==> config.mk <==
export PLATFORM = sky130hd
export DESIGN_NAME = instr_fetch_unit
export DESIGN_NICKNAME = d
export VERILOG_FILES = /design/src/rtl/instr_fetch_unit.sv
export SDC_FILE = /design/constraint.sdc
export NUM_CORES = 1
export LEC_CHECK = 0
export CELL_PAD_IN_SITES_DETAIL_PLACEMENT = 0
export CELL_PAD_IN_SITES_GLOBAL_PLACEMENT = 1
export CORE_ASPECT_RATIO = 0.75
export CORE_MARGIN = 2
export CORE_UTILIZATION = 30
export CTS_CLUSTER_DIAMETER = 30
export DETAILED_ROUTE_END_ITERATION = 12
export PLACE_DENSITY = 0.73
export SLEW_MARGIN = 20
export SYNTH_ARGS = -nofsm -noshare
export SYNTH_HDL_FRONTEND = slang
export SYNTH_SLANG_ARGS = --single-unit
==> constraint.sdc <==
create_clock -name clk -period 3.4 [get_ports clk]
set_input_delay 0.34 -clock clk [delete_from_list [all_inputs] [get_ports clk]]
set_output_delay 0.34 -clock clk [all_outputs]
set_load 0.02 [all_outputs]
==> src/rtl/instr_fetch_unit.sv <==
// Instruction fetch unit: owns the PC, drives the instruction-memory address and
// registers the returned word into a one-entry IF/ID stage with redirect and halt support.
module instr_fetch_unit #(
  parameter int unsigned     PC_W       = 16,
  parameter int unsigned     IMEM_WORDS = 15,
  parameter logic [PC_W-1:0] RESET_PC   = '0
) (
  input  logic            clk,
  input  logic            reset,
  output logic [PC_W-1:0] pc_out,
  input  logic [15:0]     instr_in,
  output logic [15:0]     if_instr,
  output logic [PC_W-1:0] if_pc,
  output logic            if_valid,
  input  logic            id_ready,
  input  logic            redirect_valid,
  input  logic            redirect_jump,
  input  logic [PC_W-1:0] redirect_src_pc,
  input  logic [11:0]     redirect_imm,
  input  logic            halt_req,
  input  logic            resume,
  output logic            fetch_fault,
  output logic            halted
);

  typedef enum logic {RUN, HALT} state_t;

  localparam logic [PC_W-1:0] LAST_PC = PC_W'(2 * (IMEM_WORDS - 1));
  localparam logic [PC_W-1:0] WORDS   = PC_W'(IMEM_WORDS);

  state_t          state, state_n;
  logic [PC_W-1:0] pc;
  logic [PC_W-1:0] seq_next, br_sum, target, new_pc;
  logic            advance, load_pc, out_of_range;

  always_comb begin
    advance  = (state == RUN) && (!if_valid || id_ready) && !redirect_valid;
    seq_next = (pc == LAST_PC) ? RESET_PC : pc + PC_W'(2);
    br_sum   = redirect_src_pc + PC_W'(2)
             + {{(PC_W-7){redirect_imm[5]}}, redirect_imm[5:0], 1'b0};
    if (redirect_jump)
      target = {redirect_src_pc[PC_W-1:13], redirect_imm, 1'b0};
    else
      target = br_sum & ~PC_W'(1);
    load_pc      = redirect_valid || advance;
    new_pc       = redirect_valid ? target : seq_next;
    // Range test is on the word index of the address about to be loaded.
    out_of_range = {1'b0, new_pc[PC_W-1:1]} >= WORDS;
  end

  always_comb begin
    state_n = state;
    if (load_pc && out_of_range)
      state_n = HALT;
    else if (redirect_valid)
      state_n = RUN;
    else if (state == RUN && halt_req)
      state_n = HALT;
    else if (state == HALT && resume && !halt_req && !fetch_fault)
      state_n = RUN;
  end

  always_ff @(posedge clk or negedge reset) begin
    if (!reset) begin
      state       <= RUN;
      pc          <= RESET_PC;
      if_instr    <= '0;
      if_pc       <= '0;
      if_valid    <= 1'b0;
      fetch_fault <= 1'b0;
    end else begin
      state <= state_n;
      if (load_pc) pc <= new_pc;
      if (load_pc && out_of_range) fetch_fault <= 1'b1;
      if (redirect_valid) begin
        if_valid <= 1'b0;
      end else if (advance) begin
        if_instr <= instr_in;
        if_pc    <= pc;
        if_valid <= 1'b1;
      end else if (if_valid && id_ready) begin
        if_valid <= 1'b0;
      end
    end
  end

  assign pc_out = pc;
  assign halted = (state == HALT);

endmodule
==> metrics.md <==
| Metric | Value |
|---|---|
| Drt wl/cell | around 15 µm |
| Top achievable clock speed | roughly 0.31 GHz |
| Worst-margin pin slew | between 700 and 800 ps |
| # DRC | 0 |
| Synthesized flop and latch total | 49 |
| Sequential element share of the synthesized area | 34.5% |
| Rel. slew slack | approximately 52% |
| Highest-count cells in the layout ignoring fill and taps | clkdlybuf4s50_1, dfrtp_1, buf_4 |
| Met2 Use GR | ~22% |
| Post-Syn Instances | around 370 |
| Die area | around 0.013 mm² |
| Mean Syn Cell Area | roughly 9.7 µm² |
| Tmin final | 3260 ps |
| Ys flop type | dfrtp_1 |
| DIE WIDTH | 130 µm |
| GRT busiest layer | met1 |
| Cell Pwr Density | 555 mW/mm² |
| Clk buf depth | 2 |
| Worst endpoint required time | 3550 ps |
| CP max FO | 5 |
| Worst endpoint data arrival time | ~3400 ps |
| Fraction of layout cells with a size suffix above 1 | 21.0% |
| Starting Density | about 31% |
| Crit Path Class | in -> reg |
| Tcrit/Tclk final | a little over nine tenths |
| Final ANT Viol Nets | 0 |
| Yosys warning count | 0 |
| Synth Cell Area | between 0.003 and 0.004 mm² |
| Grt met3 use | 3.23% |
| First-pass DRT Iterations | 4 |
| CTS root buf | clkbuf_16 |
| Cts hold-fix bufs | 0 |
| Final TNS setup | 0 ps |
| Final nets | 570 |
| Max Cap Viol | 0 |
| First-pass GRT wire length | roughly 16000 µm |
| Leakage | 2.08 nW |
| # IOs | about 100 |
| RD Place Congestion | approximately 0.9 |
| Distinct cells, synth | 68 |
| TritonCTS buffer count | 5 |
| Site Rows | 34 |
| Pin count of the biggest net entering global routing | 32 |
| Core Area | between 0.01 and 0.015 mm² |
| # port buffers | a little under 100 |
| Clk_lat worst skew | 280 ps |
| Vias per std cell | a little under 5 |
| Commonest non-fill, non-tap cell in the layout | clkdlybuf4s50_1 |
| Clock slew at reported path FFs | ~60 ps |
| Ant. Diodes | 0 |
| Via count of the first global-routing pass | about 3100 |
| Crit path capture type | flip-flop |
| Via Count | between 3000 and 4000 |
| Post-synth EDFFs | 0 |
| CTS HTree Levels | 2 |
| Drt initial violations | roughly 110 |
| Sinks on Clock Net | 49 |
| CTS tree | done |
| Final hold vios | 0 |
| Startpoint type of the worst setup path | input pin |
| FF-to-FF setup slack | 500 ps |
| Setup violators final | 0 |
| Initial antenna violation count | 0 |
| GR met1 Demand/Resource | a little under a quarter |
| Pins over their slew limit | 0 |
| Drt total wl | between 9000 and 10000 µm |
| Clk_skew | 3.93 ps |
| Status | finished clean |
| R2R depth | 9 |
| GRT Residual Overflow | 0 |
| Max VDD drop | slightly above 0.3 mV |
| Chip height | about 98 µm |
| Tightest Hold Check Type | in -> async |
| Fin util | between 40% and 50% |
| Async set-reset flop share out of synthesis | 100% |
| Hpwl dp | 7610 µm |
| Area grow syn2layout | 43.1% |
| Total track usage | 15.4% |
flip-flops by register name, summed over array words and instances (netlist names):
signal       count
if_instr        16
if_pc           15
pc_out          15
fetch_fault      1
halted           1
if_valid         1
final timing paths:
check,startpoint,to
worst max register to register,pc_out[2]$_DFFE_PN0P_,halted$_DFFE_PN0P_
min in group clk,if_instr[15]$_DFFE_PN0P_,if_instr[15]$_DFFE_PN0P_
worst max-delay path,redirect_imm[1],halted$_DFFE_PN0P_
max in group asynchronous,reset,if_pc[7]$_DFFE_PN0P_
worst min-delay path,reset,if_pc[4]$_DFFE_PN0P_
worst min register to register,if_instr[15]$_DFFE_PN0P_,if_instr[15]$_DFFE_PN0P_
where the power goes:
| group | switching [mW] | internal, mW | leakage, nW |
|---|---|---|---|
| logic | 0.655 | 0.732 | 1.44 |
| clock network | 0.201 | 0.274 | 0.0652 |
| registers | 0.187 | 0.777 | 0.580 |
repair_timing:
action,CTS,global route
setup endpoints to repair,0,2
gates resized for setup,0,9
buffers inserted,0,3
cell usage after synthesis (7+ instances only):
master    instances  area (µm²)
a21oi_1          17        85.1
dfrtp_1          49        1230
clkbuf_1          9        33.8
nor2_1           25        93.8
ha_1             28         350
nand2_1          23        86.3
o21ai_0          26         130
inv_1             8        30.0
nor3_1           12        60.1
mux2_2           34         383
nand3_1          11        55.1
nand2b_1          7        43.8
xor2_1            7        61.3
metal layers:
metal	vias up	share of wire [%]
met1	1568	52
met2	67	44
met4	0	0
met5	-	0
li1	1596	-
met3	0	4.0
layout make-up:
type / instances / area, µm²
clock buffer: 8 / 136
fill: 1132 / 6480
inverter: 9 / 33.8
multi-input combinational: 288 / 2220
sequential: 49 / 1230
tap: 162 / 203
timing repair buffer: 137 / 1270
stage by stage:
stage	setup WS, ps	area, µm²	power, mW	hold slack [ps]	cells
2_1_floorplan	671	3560	1.70	44.4	368
3_3_place_gp	-185	4890	2.32	338	642
3_5_place_dp	-259	4890	2.35	336	642
4_1_cts	22.5	5020	2.84	28.5	650
5_1_grt	-27.2	5090	3.01	34.9	653
6_report	137	5090	2.83	12.0	653
critical path, cell delays in order:
cell	delay, ps
clkdlybuf4s50_1	500
ha_1	240
ha_1	210
inv_1	70
fa_2	210
nor2b_2	60
o31a_1	370
buf_4	180
a2111oi_4	300
a211oi_2	100
nor4_2	230
nand4_1	150
o41ai_2	310
o211ai_1	130
logic make-up (layout without fill, tap and decap cells):
group | count (synthesis) | in the layout | share of synthesized area [%]
simple gates | 121 | 121 | 19.0
compound gates | 88 | 88 | 17.3
flops | 49 | 49 | 34.5
mux | 35 | 35 | 11.0
buf+inv | 31 | 154 | 4.54
fa+ha+maj | 29 | 29 | 10.4
xor+xnor | 13 | 13 | 3.20
other cells | 1 | 2 | 0.105
No activity file was read; power rests on OpenSTA's default activity.
==> variant (config.mk and constraints unchanged) <==
`PC_W`: 16 -> 20.
--- a/src/rtl/instr_fetch_unit.sv
+++ b/src/rtl/instr_fetch_unit.sv
@@ -2,5 +2,5 @@
 // registers the returned word into a one-entry IF/ID stage with redirect and halt support.
 module instr_fetch_unit #(
-  parameter int unsigned     PC_W       = 16,
+  parameter int unsigned     PC_W       = 20,
   parameter int unsigned     IMEM_WORDS = 15,
   parameter logic [PC_W-1:0] RESET_PC   = '0
Ports: changed (resized if_pc, pc_out and redirect_src_pc); port bits go from 102 to 114. The function was not compared with the original's and may differ.
==> variant against the unedited design <==
Cell area rose by 27%; wire length rose by 30%; hold slack gained 81 ps; setup slack lost 31 ps; power rose by 24%; largest power group unchanged; sequential power rose by 7%; critical endpoint unchanged; synthesized area increased by 19%; sequential cell count increased by 8.
==> variant: results (changes against the unedited design) <==
* CP peak stage delay at 460 ps (-40 ps)
* Main synth FF type: dfrtp_1
* Placed Cells at 802 (+25%)
* DP HPWL at 9910 µm (+30%)
* Layout Skew at 5.32 ps (+1.39 ps)
* Fraction of registers with async set or reset after synthesis at 100% (unchanged)
* Critical-path top delay cell: clkdlybuf4s50_1
* Root Driver: clkbuf_16
* Pre-CTS setup slack at -586 ps (-327 ps)
* Reg2Reg Launch Point: pc_out[9]$_DFFE_PN0P_
* Netlist cell types at 67 (-1.5%)
* Final period utilization at 96.9% (+0.92 points)
* Met2 Track Usage GR at 27.3% (+4.9 points)
* Top post-synthesis cells by area: dfrtp_1, ha_1, mux2_2
* DR pass1 iterations at 4 (unchanged)
* Met1 GRT Util at 24.4% (+0.41 points)
* Largest net degree at the start of global routing at 33 (+3.1%)
* Setup TNS at 0 ps (unchanged)
* Synth Area per Inst at 9.03 µm² (-6.9%)
* Ant diodes at 0 (unchanged)
* Longest Clk Path Bufs at 2 (unchanged)
* Total Wirelength at 12700 µm (+30%)
* Max VDD drop at 0.000401 V (+33%)
* Post-synthesis compound-gate area fraction at 17.1% (-0.20 points)
* GRT Total Usage at 17.2% (+1.8 points)
* Status: finished, final reports clean
* Leakage at 2.80 nW (+34%)
* CP delay by family, top: simple AND/OR/NAND/NOR gates
* DRT iter0 DRCs at 193 (+80%)
* Finished Layout Cells at 824 (+26%)
* Mux share of post-synthesis cell area at 10.7% (-0.30 points)
* Worst path arrival time at 3480 ps (+70 ps)
* Layout cells sized above 1 at 24.2% (+3.2 points)
* Synth Area in XOR/XNOR at 4.33% (+1.1 points)
* H-Tree Depth at 3 (+1)
* Num CTS Buffers at 9 (+4)
* First-pass GRT wire length at 20600 µm (+30%)
* Slew @ Worst Pin at 907 ps (+197 ps)
* Clk_lat worst skew at 320 ps (+40 ps)
* Most instantiated cells after synthesis: dfrtp_1, nor2_1, mux2_2, nand2_1, ha_1
* Routability Congestion at 0.873 (-3.8%)
* CP Capture Point: halted$_DFFE_PN0P_
* Reg2reg setup slack at 420 ps (-80 ps)
* Total number of vias at 4160 (+29%)
* Met3 Use GR at 4.06% (+0.83 points)
* Adder and majority cell fraction of the synthesized area at 11.1% (+0.66 points)
* Post-synthesis sequential area ratio at 33.5% (-0.91 points)
* Layout Nets at 737 (+29%)
* Crit-path max FO at 2 (-3)
* Critical path origin: redirect_src_pc[2]
* Number of global-route vias before repair at 4097 (+31%)
* Reg2Reg Depth at 9 (unchanged)
* DP Area at 6010 µm² (+23%)
* PortBufs at 110 (+12%)
==> variant: how the worst min path moves through the flow <==
stage | end | slack [ps] | cells past startpoint
6_report | if_pc[15]$_DFFE_PN0P_ | 90 | 1
5_1_grt | if_instr[1]$_DFFE_PN0P_ | 130 | 1
4_1_cts | if_instr[1]$_DFFE_PN0P_ | 110 | 1
3_5_place_dp | if_pc[15]$_DFFE_PN0P_ | 450 | 1
3_3_place_gp | pc_out[15]$_DFFE_PN0P_ | 440 | 1
2_1_floorplan | fetch_fault$_DFFE_PN0P_ | 40 | 0
==> variant: report_power, final <==
group | internal, W | switching (W)
logic | 0.000825 | 0.000756
clock network | 0.000599 | 0.000289
registers | 0.000869 | 0.000160
==> variant: what timing repair did <==
| action | 4_1_cts | 5_1_grt |
|---|---|---|
| endpoints found under the setup margin | 2 | 3 |
| resized for setup | 10 | 14 |
| hold buffers | 0 | 0 |
| pin swaps | 7 | 16 |
| buffers inserted | 1 | 5 |
| endpoints found under the hold margin | 0 | 0 |
| cloned | 1 | 0 |
==> variant: cell type report <==
| class | instances | area [µm²] |
|---|---|---|
| Clock buffer | 12 | 256 |
| Fill cell | 1341 | 7350 |
| Timing Repair Buffer | 191 | 1700 |
| Tap cell | 175 | 219 |
| Clock inverter | 3 | 40.0 |
| Multi-Input combinational cell | 375 | 2760 |
| Sequential cell | 57 | 1430 |
| Inverter | 11 | 41.3 |
==> variant: logic make-up after synthesis <==
group	Yosys count
buffers and inverters	40
muxes	41
adders and majority gates	37
xor gates and xnor gates	21
AOI/OAI and AO/OA	111
DFF	57
other	1
and+or+nand+nor	163
==> variant: layer usage <==
layer,part of all wire [%],routed length (µm),vias to the layer above
met1,49,6210,1984
met4,0.45,57,0
met2,45,5760,92
met5,0,0,-
li1,-,-,2076
met3,5.4,688,8
